--- config.mk ---
export PLATFORM = sky130hd
export DESIGN_NAME = mock_sram_1rw_fold
export DESIGN_NICKNAME = d
export VERILOG_FILES = /design/src/rtl/mock_sram_pkg.sv /design/src/rtl/mock_sram_rd_pipe.sv /design/src/rtl/mock_sram_1rw_fold.sv
export SDC_FILE = /design/constraint.sdc
export NUM_CORES = 1
export LEC_CHECK = 0
export BUFFER_PORTS_ARGS = -buffer_cell sky130_fd_sc_hd__buf_2
export CORE_UTILIZATION = 61
export CTS_CLUSTER_DIAMETER = 100
export DETAILED_ROUTE_END_ITERATION = 10
export GPL_TIMING_DRIVEN = 0
export PLACE_DENSITY = 0.79
export SYNTH_ARGS = -nofsm -noshare
export SYNTH_HDL_FRONTEND = slang
export SYNTH_SLANG_ARGS = --single-unit
--- constraint.sdc ---
create_clock -name RW0_clk -period 4.66 [get_ports RW0_clk]
set_input_delay 0.466 -clock RW0_clk [delete_from_list [all_inputs] [get_ports RW0_clk]]
set_output_delay 0.466 -clock RW0_clk [all_outputs]
set_load 0.005 [all_outputs]
--- src/rtl/mock_sram_pkg.sv ---
// mock_sram_pkg
// Shared definitions for the folded mock SRAM:
//   - ALIAS_CNT_W : width of the saturating alias counter
//   - fold_addr   : XOR-folds a logical address onto a physical row index
//   - params_ok   : elaboration-time sanity check of the geometry
package mock_sram_pkg;

    localparam int ALIAS_CNT_W = 16;

    // XOR of consecutive idx_w-bit chunks of addr (the last chunk is
    // implicitly zero-extended). When addr_w <= idx_w this is addr itself.
    function automatic logic [63:0] fold_addr(input logic [63:0] addr,
                                              input int addr_w,
                                              input int idx_w);
        logic [63:0] a;
        logic [63:0] lane_m;
        logic [63:0] acc;
        a      = addr & ((64'd1 << addr_w) - 64'd1);
        lane_m = (64'd1 << idx_w) - 64'd1;
        acc    = '0;
        for (int c = 0; c < addr_w; c += idx_w) begin
            acc = acc ^ ((a >> c) & lane_m);
        end
        return acc;
    endfunction

    function automatic bit is_pow2(input int v);
        return (v >= 2) && ((v & (v - 1)) == 0);
    endfunction

    function automatic bit params_ok(input int data_w,
                                     input int mask_gran,
                                     input int phys_rows,
                                     input int read_lat);
        return is_pow2(phys_rows)
            && (mask_gran > 0) && ((data_w % mask_gran) == 0)
            && ((read_lat == 1) || (read_lat == 2));
    endfunction

endpackage

--- src/rtl/mock_sram_rd_pipe.sv ---
// mock_sram_rd_pipe
// Delay line for completed read samples {valid, data, alias}.
// DEPTH = 0 is a pure pass-through (the top's output register supplies
// the single cycle of latency).
// Ports:
//   clk      clock, rising edge
//   clr      synchronous clear (drops every in-flight read)
//   i_vld / i_data / i_alias   sample entering the pipe
//   o_vld / o_data / o_alias   sample leaving the pipe
import mock_sram_pkg::*;

module mock_sram_rd_pipe #(
    parameter int DATA_W = 45,
    parameter int DEPTH  = 0
) (
    input  logic              clk,
    input  logic              clr,
    input  logic              i_vld,
    input  logic [DATA_W-1:0] i_data,
    input  logic              i_alias,
    output logic              o_vld,
    output logic [DATA_W-1:0] o_data,
    output logic              o_alias
);

    generate
        if (DEPTH == 0) begin : g_pass
            logic w_unused;
            assign w_unused = &{1'b0, clk, clr};
            assign o_vld    = i_vld;
            assign o_data   = i_data;
            assign o_alias  = i_alias;
        end else begin : g_pipe
            logic              r_vld   [DEPTH];
            logic [DATA_W-1:0] r_data  [DEPTH];
            logic              r_alias [DEPTH];

            always_ff @(posedge clk) begin
                if (clr) begin
                    for (int i = 0; i < DEPTH; i++) begin
                        r_vld[i]   <= 1'b0;
                        r_data[i]  <= '0;
                        r_alias[i] <= 1'b0;
                    end
                end else begin
                    r_vld[0]   <= i_vld;
                    r_data[0]  <= i_data;
                    r_alias[0] <= i_alias;
                    for (int i = 1; i < DEPTH; i++) begin
                        r_vld[i]   <= r_vld[i-1];
                        r_data[i]  <= r_data[i-1];
                        r_alias[i] <= r_alias[i-1];
                    end
                end
            end

            assign o_vld   = r_vld[DEPTH-1];
            assign o_data  = r_data[DEPTH-1];
            assign o_alias = r_alias[DEPTH-1];
        end
    endgenerate

endmodule

--- src/rtl/mock_sram_1rw_fold.sv ---
// mock_sram_1rw_fold
// Single-port mock SRAM standing in for a large 1RW macro. The logical
// address is XOR-folded onto PHYS_ROWS rows; each row keeps the full
// logical address of its last writer as a tag so that reads landing on a
// row owned by another address are flagged (alias_hit) and counted.
// Ports:
//   RW0_clk    clock, rising edge
//   RW0_reset  synchronous active-high reset
//   RW0_addr   logical address
//   RW0_en     access enable
//   RW0_wmode  1 = write, 0 = read
//   RW0_wdata  write data
//   RW0_wmask  per-lane write enable (MASK_GRAN bits per lane)
//   RW0_rdata  read data, READ_LAT cycles after issue, holds otherwise
//   alias_hit  one-cycle pulse with the rdata update of an aliased read
//   alias_cnt  saturating count of alias hits
import mock_sram_pkg::*;

module mock_sram_1rw_fold #(
    parameter int DATA_W    = 45,
    parameter int ADDR_W    = 9,
    parameter int PHYS_ROWS = 16,
    parameter int MASK_GRAN = 45,
    parameter int READ_LAT  = 1,
    localparam int IDX_W    = $clog2(PHYS_ROWS),
    localparam int MASK_W   = DATA_W / MASK_GRAN
) (
    input  logic                   RW0_clk,
    input  logic                   RW0_reset,
    input  logic [ADDR_W-1:0]      RW0_addr,
    input  logic                   RW0_en,
    input  logic                   RW0_wmode,
    input  logic [DATA_W-1:0]      RW0_wdata,
    input  logic [MASK_W-1:0]      RW0_wmask,
    output logic [DATA_W-1:0]      RW0_rdata,
    output logic                   alias_hit,
    output logic [ALIAS_CNT_W-1:0] alias_cnt
);

    generate
        if (!params_ok(DATA_W, MASK_GRAN, PHYS_ROWS, READ_LAT)) begin : g_bad_params
            $error("mock_sram_1rw_fold: illegal DATA_W/MASK_GRAN/PHYS_ROWS/READ_LAT");
        end
    endgenerate

    logic [DATA_W-1:0]      r_mem [PHYS_ROWS];
    logic [ADDR_W-1:0]      r_tag [PHYS_ROWS];
    logic [PHYS_ROWS-1:0]   r_valid;
    logic [DATA_W-1:0]      r_rdata;
    logic                   r_hit;
    logic [ALIAS_CNT_W-1:0] r_cnt;

    logic [IDX_W-1:0]  w_idx;
    logic              w_wr;
    logic              w_rd;
    logic [DATA_W-1:0] w_rd_data;
    logic              w_rd_alias;
    logic              w_p_vld;
    logic [DATA_W-1:0] w_p_data;
    logic              w_p_alias;

    assign w_idx = IDX_W'(fold_addr(64'(RW0_addr), ADDR_W, IDX_W));

    // Accesses presented while reset is high are dropped entirely.
    assign w_wr = RW0_en &  RW0_wmode & ~RW0_reset;
    assign w_rd = RW0_en & ~RW0_wmode & ~RW0_reset;

    // Sampled in the issue cycle, so a later write cannot leak into an
    // in-flight read.
    assign w_rd_data  = r_valid[w_idx] ? r_mem[w_idx] : '0;
    assign w_rd_alias = r_valid[w_idx] && (r_tag[w_idx] != RW0_addr);

    // Data and tags are deliberately not reset; only the valid bits are.
    always_ff @(posedge RW0_clk) begin
        if (w_wr) begin
            for (int l = 0; l < MASK_W; l++) begin
                if (RW0_wmask[l]) begin
                    r_mem[w_idx][l*MASK_GRAN +: MASK_GRAN] <= RW0_wdata[l*MASK_GRAN +: MASK_GRAN];
                end
            end
            r_tag[w_idx] <= RW0_addr;
        end
    end

    always_ff @(posedge RW0_clk) begin
        if (RW0_reset) begin
            r_valid <= '0;
        end else if (w_wr) begin
            r_valid[w_idx] <= 1'b1;
        end
    end

    mock_sram_rd_pipe #(
        .DATA_W (DATA_W),
        .DEPTH  (READ_LAT - 1)
    ) u_rd_pipe (
        .clk     (RW0_clk),
        .clr     (RW0_reset),
        .i_vld   (w_rd),
        .i_data  (w_rd_data),
        .i_alias (w_rd_alias),
        .o_vld   (w_p_vld),
        .o_data  (w_p_data),
        .o_alias (w_p_alias)
    );

    always_ff @(posedge RW0_clk) begin
        if (RW0_reset) begin
            r_rdata <= '0;
            r_hit   <= 1'b0;
            r_cnt   <= '0;
        end else if (w_p_vld) begin
            r_rdata <= w_p_data;
            r_hit   <= w_p_alias;
            if (w_p_alias && (r_cnt != '1)) begin
                r_cnt <= r_cnt + ALIAS_CNT_W'(1);
            end
        end else begin
            r_hit <= 1'b0;
        end
    end

    assign RW0_rdata = r_rdata;
    assign alias_hit = r_hit;
    assign alias_cnt = r_cnt;

endmodule
Yosys cells after proc, flatten, opt, wreduce, memory -nomap -nowiden
Memories as Yosys holds them, arrays and structs flattened. Cells that the tools add are included.

Register bits: 78. RAM bits: 864. Input port bits: 59. Output and inout bits: 62. Word-level logic and storage cells: 36. Memories kept: 2.

Add/sub/neg operators: 1. $lt $le $gt $ge: 2. Equality and inequality tests: 2. Muxes and demuxes: 10. Bitwise gates (word level): 10. Reduce and logical (&&, ||, !) cells: 5.

Memory list: r_mem (depth 16, bits a word 45, read ports 1, clocked after Yosys merged registers in 0, wr ports 1, RTL line mock_sram_1rw_fold.sv:46) `logic [DATA_W-1:0] r_mem [PHYS_ROWS];`; r_tag (depth 16, bits a word 9, read ports 1, clocked after Yosys merged registers in 0, wr ports 1, RTL line mock_sram_1rw_fold.sv:47) `logic [ADDR_W-1:0] r_tag [PHYS_ROWS];`.

Operator list (number): $mux 45 (1); $add 16x1->16 const B (1); $ne 16x16->1 const B (1); $or 16x16->16 (1); $ne 9x9->1 (1); $mux 1 (7); $lt 4x5->1 const B (1); $and 1x1->1 (4); $bmux 1 s4 (1); $demux 1 s4 (1); $ge 4x1->1 const B (1); $xor 4x1->4 (1); $xor 4x4->4 (1); $logic_and 1x1->1 (3); $not 1->1 (3); $reduce_and 2->1 (1); $reduce_or 2->1 (1).

Logic depth before layout (Yosys ltp)
Depth after elaboration: 7. Mapped depth: 13. Mapped depth without buffers: 9.

Modules after synthesis
From an unflattened synthesis, not the netlist that was laid out.

Cell total of the unflattened synthesis: 1984. Area total of the unflattened synthesis: 36608.9 um^2.

By module, submodules not included: mock_sram_1rw_fold (instances 1, cells each 1937, area an instance 36256.0 um^2, seq. area each 27506.4 um^2); mock_sram_rd_pipe (instances 1, cells each 47, area an instance 352.8 um^2, seq. area each 0.0 um^2).

Least setup slack after synthesis
Ideal clock, no wire load.

Path kind: in2reg. Start: input port RW0_addr[1]. End: memory r_mem[11][0] (enable). Library setup time: 407 ps. Arrival time: 3912 ps. Data required time: 4253 ps. Path slack: 341 ps. Stages on the path: 8. Path buffers: 4. Cells stage by stage: xor2_2 buf_4 buf_2 clkbuf_1 clkbuf_1 nand2_1 nor2_1 and2_1.

Cells in the longest elaborated chain, start to end: 2.

Ends and longest elaborated chain: from (decl) (RTL line mock_sram_1rw_fold.sv:30) `input logic [ADDR_W-1:0] RW0_addr,`; $xor 4x4->4 (RTL line mock_sram_pkg.sv:22) `acc = acc ^ ((a >> c) & lane_m);`; $xor 4x1->4 (RTL line mock_sram_pkg.sv:22); to (decl) (RTL line mock_sram_1rw_fold.sv:46).

No other way between the ends.

Worst setup path after layout
Start: input port RW0_addr[1]. End: memory r_mem[7][37] (enable).

The elaborated chain is that of the path after synthesis.

==> metrics.yaml <==
synth:
  yosys-top-cells-area: "edfxtp_1 73%, mux4_2 17%, dfxtp_1 4.4%"
  synth_edf_count: 864
  synthCells: 1626
  synth_top_area_share: 0.7271
  synthArstFlopShare: 0
  yosys.area.top_type: "edfxtp_1"
  yosysMostFrequentCell: "edfxtp_1"
  yosys_warnings: 0
  synth_commonest_cells: "864 x edfxtp_1, 266 x mux4_2, 78 x dfxtp_1"
  ys.flop_type: "edfxtp_1"
  synth_area_per_cell_um2: 21.95
  ys_types: 41
  netlist_area_um2: 35680
  syn_nets: 1686
  ys_seq_area_frac: 0.7708
  yosys_register_bits: 942
floorplan:
  initial_core_util: 0.6185
  die_h_um: 243.9
  num_io_pins: 121
  core-area_um2: 57700
  die_width_um: 243.9
  die-area_um2: 59470
  rows: 88
sta:
  fmax_ghz: 0.2137
  hold_viol: 0
  slew_headroom: 0.2148
  min_period_ps: 4679
  setup_tns_ps: -146.4
  worst_slew_pin_slew_ps: 1178
  post-route-period-util: 1.004
  finalSetupViolations: 19
  layout_setup_ws_ps: -18.94
  drv_slew: 0
  skew_ps: 24.03
  rsz0062_at_grt: "true"
global_route:
  grt_use_total: 0.3015
  grt_max_degree: 46
  antenna_found_initial: 10
  grt_pass1_vias: 18770
  grt_pass1_wl_um: 126200
  grt_overflow: 0
worst_setup_path:
  worstPathMaxFanout: 23
  reg2reg_depth: 10
  critical_path_class: "in2reg"
  worstPathRequired_ps: 4920
  cp-start-kind: "primary input"
  cp.arrival_ps: 4940
  end_kind: "flip-flop"
drt:
  ant_nets: 0
  dr.pass1.iters: 6
  avgRoutedWirePerCell_um: 32.51
  drc: 0
  num_vias: 18400
  drtIter0Drc: 2703
  drt_wl_total_um: 87580
  via_per_inst: 6.831
layout:
  drive_gt1_frac: 0.3044
  multi_input_area_um2: 7910
  synthToLayoutAreaGrowth_pct: 13.12
  fill_cells: 3307
  seq_area_um2: 27510
  final_net_count: 1909
power:
  power_density_nw_per_um2: 437.2
  power_mw: 17.65
  vdd_drop_max_uv: 377.0
  leakage_nw: 12.80
clock_tree:
  clock-sinks: 942
  hold_buffers: 0
  clkLatencyLatePin_ps: 660
  cts.clk_slew.worst_paths_ps: 70
  cts_root_buf: "clkbuf_16"
  clk_path_buf_depth: 3
  numCtsBuffers: 89
  cts_tree: "done"
  htreeDepth: 3
job:
  cap_violations: 0
outcome:
  violations: "negative setup slack"
  status: "finished with violations"
place:
  globalplace.congestion: 0.8258
  detailed_place_hpwl_um: 44640
  io_buffer_count: 119
min_path:
  min_path_cells: 1
  hold_class: "in2reg"
-- stage by stage --
step,setup WS [ps],utilization,cells,hold WS (ps),area [um^2]
after CTS,30.13,0.6991,2689,151.8,40330
after floorplan,340.8,-,1626,434.8,35680
after global routing,-124.6,0.6995,2692,175.4,40360
after detailed placement,-1440,0.6490,2516,445.2,37440
final,-18.94,0.6996,2694,180.4,40370
after global placement,-2822,0.6454,2510,442.8,37240
-- path summary, 6_finish.rpt --
check / startpoint / slack, ps / end
max: RW0_addr[1] / -20 / r_mem[7][37]$_DFFE_PP_
min reg2reg: RW0_rdata[2]$_SDFFE_PP0P_ / 460 / RW0_rdata[2]$_SDFFE_PP0P_
max reg2reg: r_tag[3][4]$_DFFE_PP_ / 1500 / alias_cnt[1]$_SDFFE_PP0P_
min: RW0_wdata[42] / 180 / r_mem[1][42]$_DFFE_PP_
-- where the power goes --
| group | switching (mW) | internal, mW | total (mW) |
|---|---|---|---|
| combinational | 0.792 | 0.639 | 1.43 |
| sequential | 0.0171 | 9.27 | 9.29 |
| clock | 3.04 | 3.88 | 6.92 |
| total | 3.85 | 13.8 | 17.6 |
-- timing repair --
| action | 4_1_cts | 5_1_grt |
|---|---|---|
| cloned | 6 | 1 |
| gates resized for setup | 24 | 13 |
| buffers inserted | 0 | 0 |
| pin swaps | 3 | 1 |
| endpoints found under the setup margin | 577 | 343 |
| hold endpoints to repair | 0 | 0 |
-- state kept, by name (all words and copies together) (netlist names) --
name and cells:
alias_hit 1, r_tag 144, RW0_rdata 45, alias_cnt 16, r_mem 720, r_valid 16
-- cells in the final DEF (no fill, tap or decap), types with 11 or more instances in the layout --
master | synthesis | layout
clkbuf_16 | 0 | 91
nor2_1 | 44 | 31
clkinv_1 | 0 | 16
mux4_2 | 266 | 266
inv_1 | 11 | 11
clkbuf_1 | 48 | 78
nand3_1 | 54 | 54
or3_1 | 12 | 12
edfxtp_1 | 864 | 864
dfxtp_1 | 78 | 78
a21oi_1 | 61 | 61
and2_4 | 0 | 21
nand2_1 | 58 | 58
buf_2 | 21 | 141
clkinv_2 | 0 | 16
-- final cells by class --
cell class	count	share of cell area
Antenna cell	4	0.0002480
Buffer	86	0.01004
Clock buffer	127	0.06051
Clock inverter	40	0.008214
Inverter	11	0.001023
Multi-Input combinational cell	594	0.1960
Sequential cell	942	0.6814
Tap cell	765	0.02371
Timing Repair Buffer	125	0.01885
-- cells by family (layout without fill, tap and decap cells) --
logic type,count (synthesis),after routing,synth area share
AOI/OAI and AO/OA,99,99,0.01585
muxes,269,269,0.1696
xor gates and xnor gates,17,17,0.004804
adders and majority gates,1,1,0.0003506
and+or+nand+nor,201,208,0.02644
DFF,942,942,0.7708
buffers and inverters,97,389,0.01210
other,0,4,0
-- routing by layer --
| metal | global-route usage | wire length (um) |
|---|---|---|
| met1 | 0.3988 | 30990 |
| met2 | 0.4874 | 43250 |
| met4 | 0.1364 | 3877 |
| met5 | 0 | 83 |
| met3 | 0.06554 | 9376 |
-- worst max-delay path, cell delays in order --
cell and delay, ps:
buf_2 340, xor2_2 400, buf_4 320, buf_2 380
clkbuf_1 680, clkbuf_2 480, nand2_1 330, nor2_2 770
and2_4 730
Power figures use the tool's default switching activity.
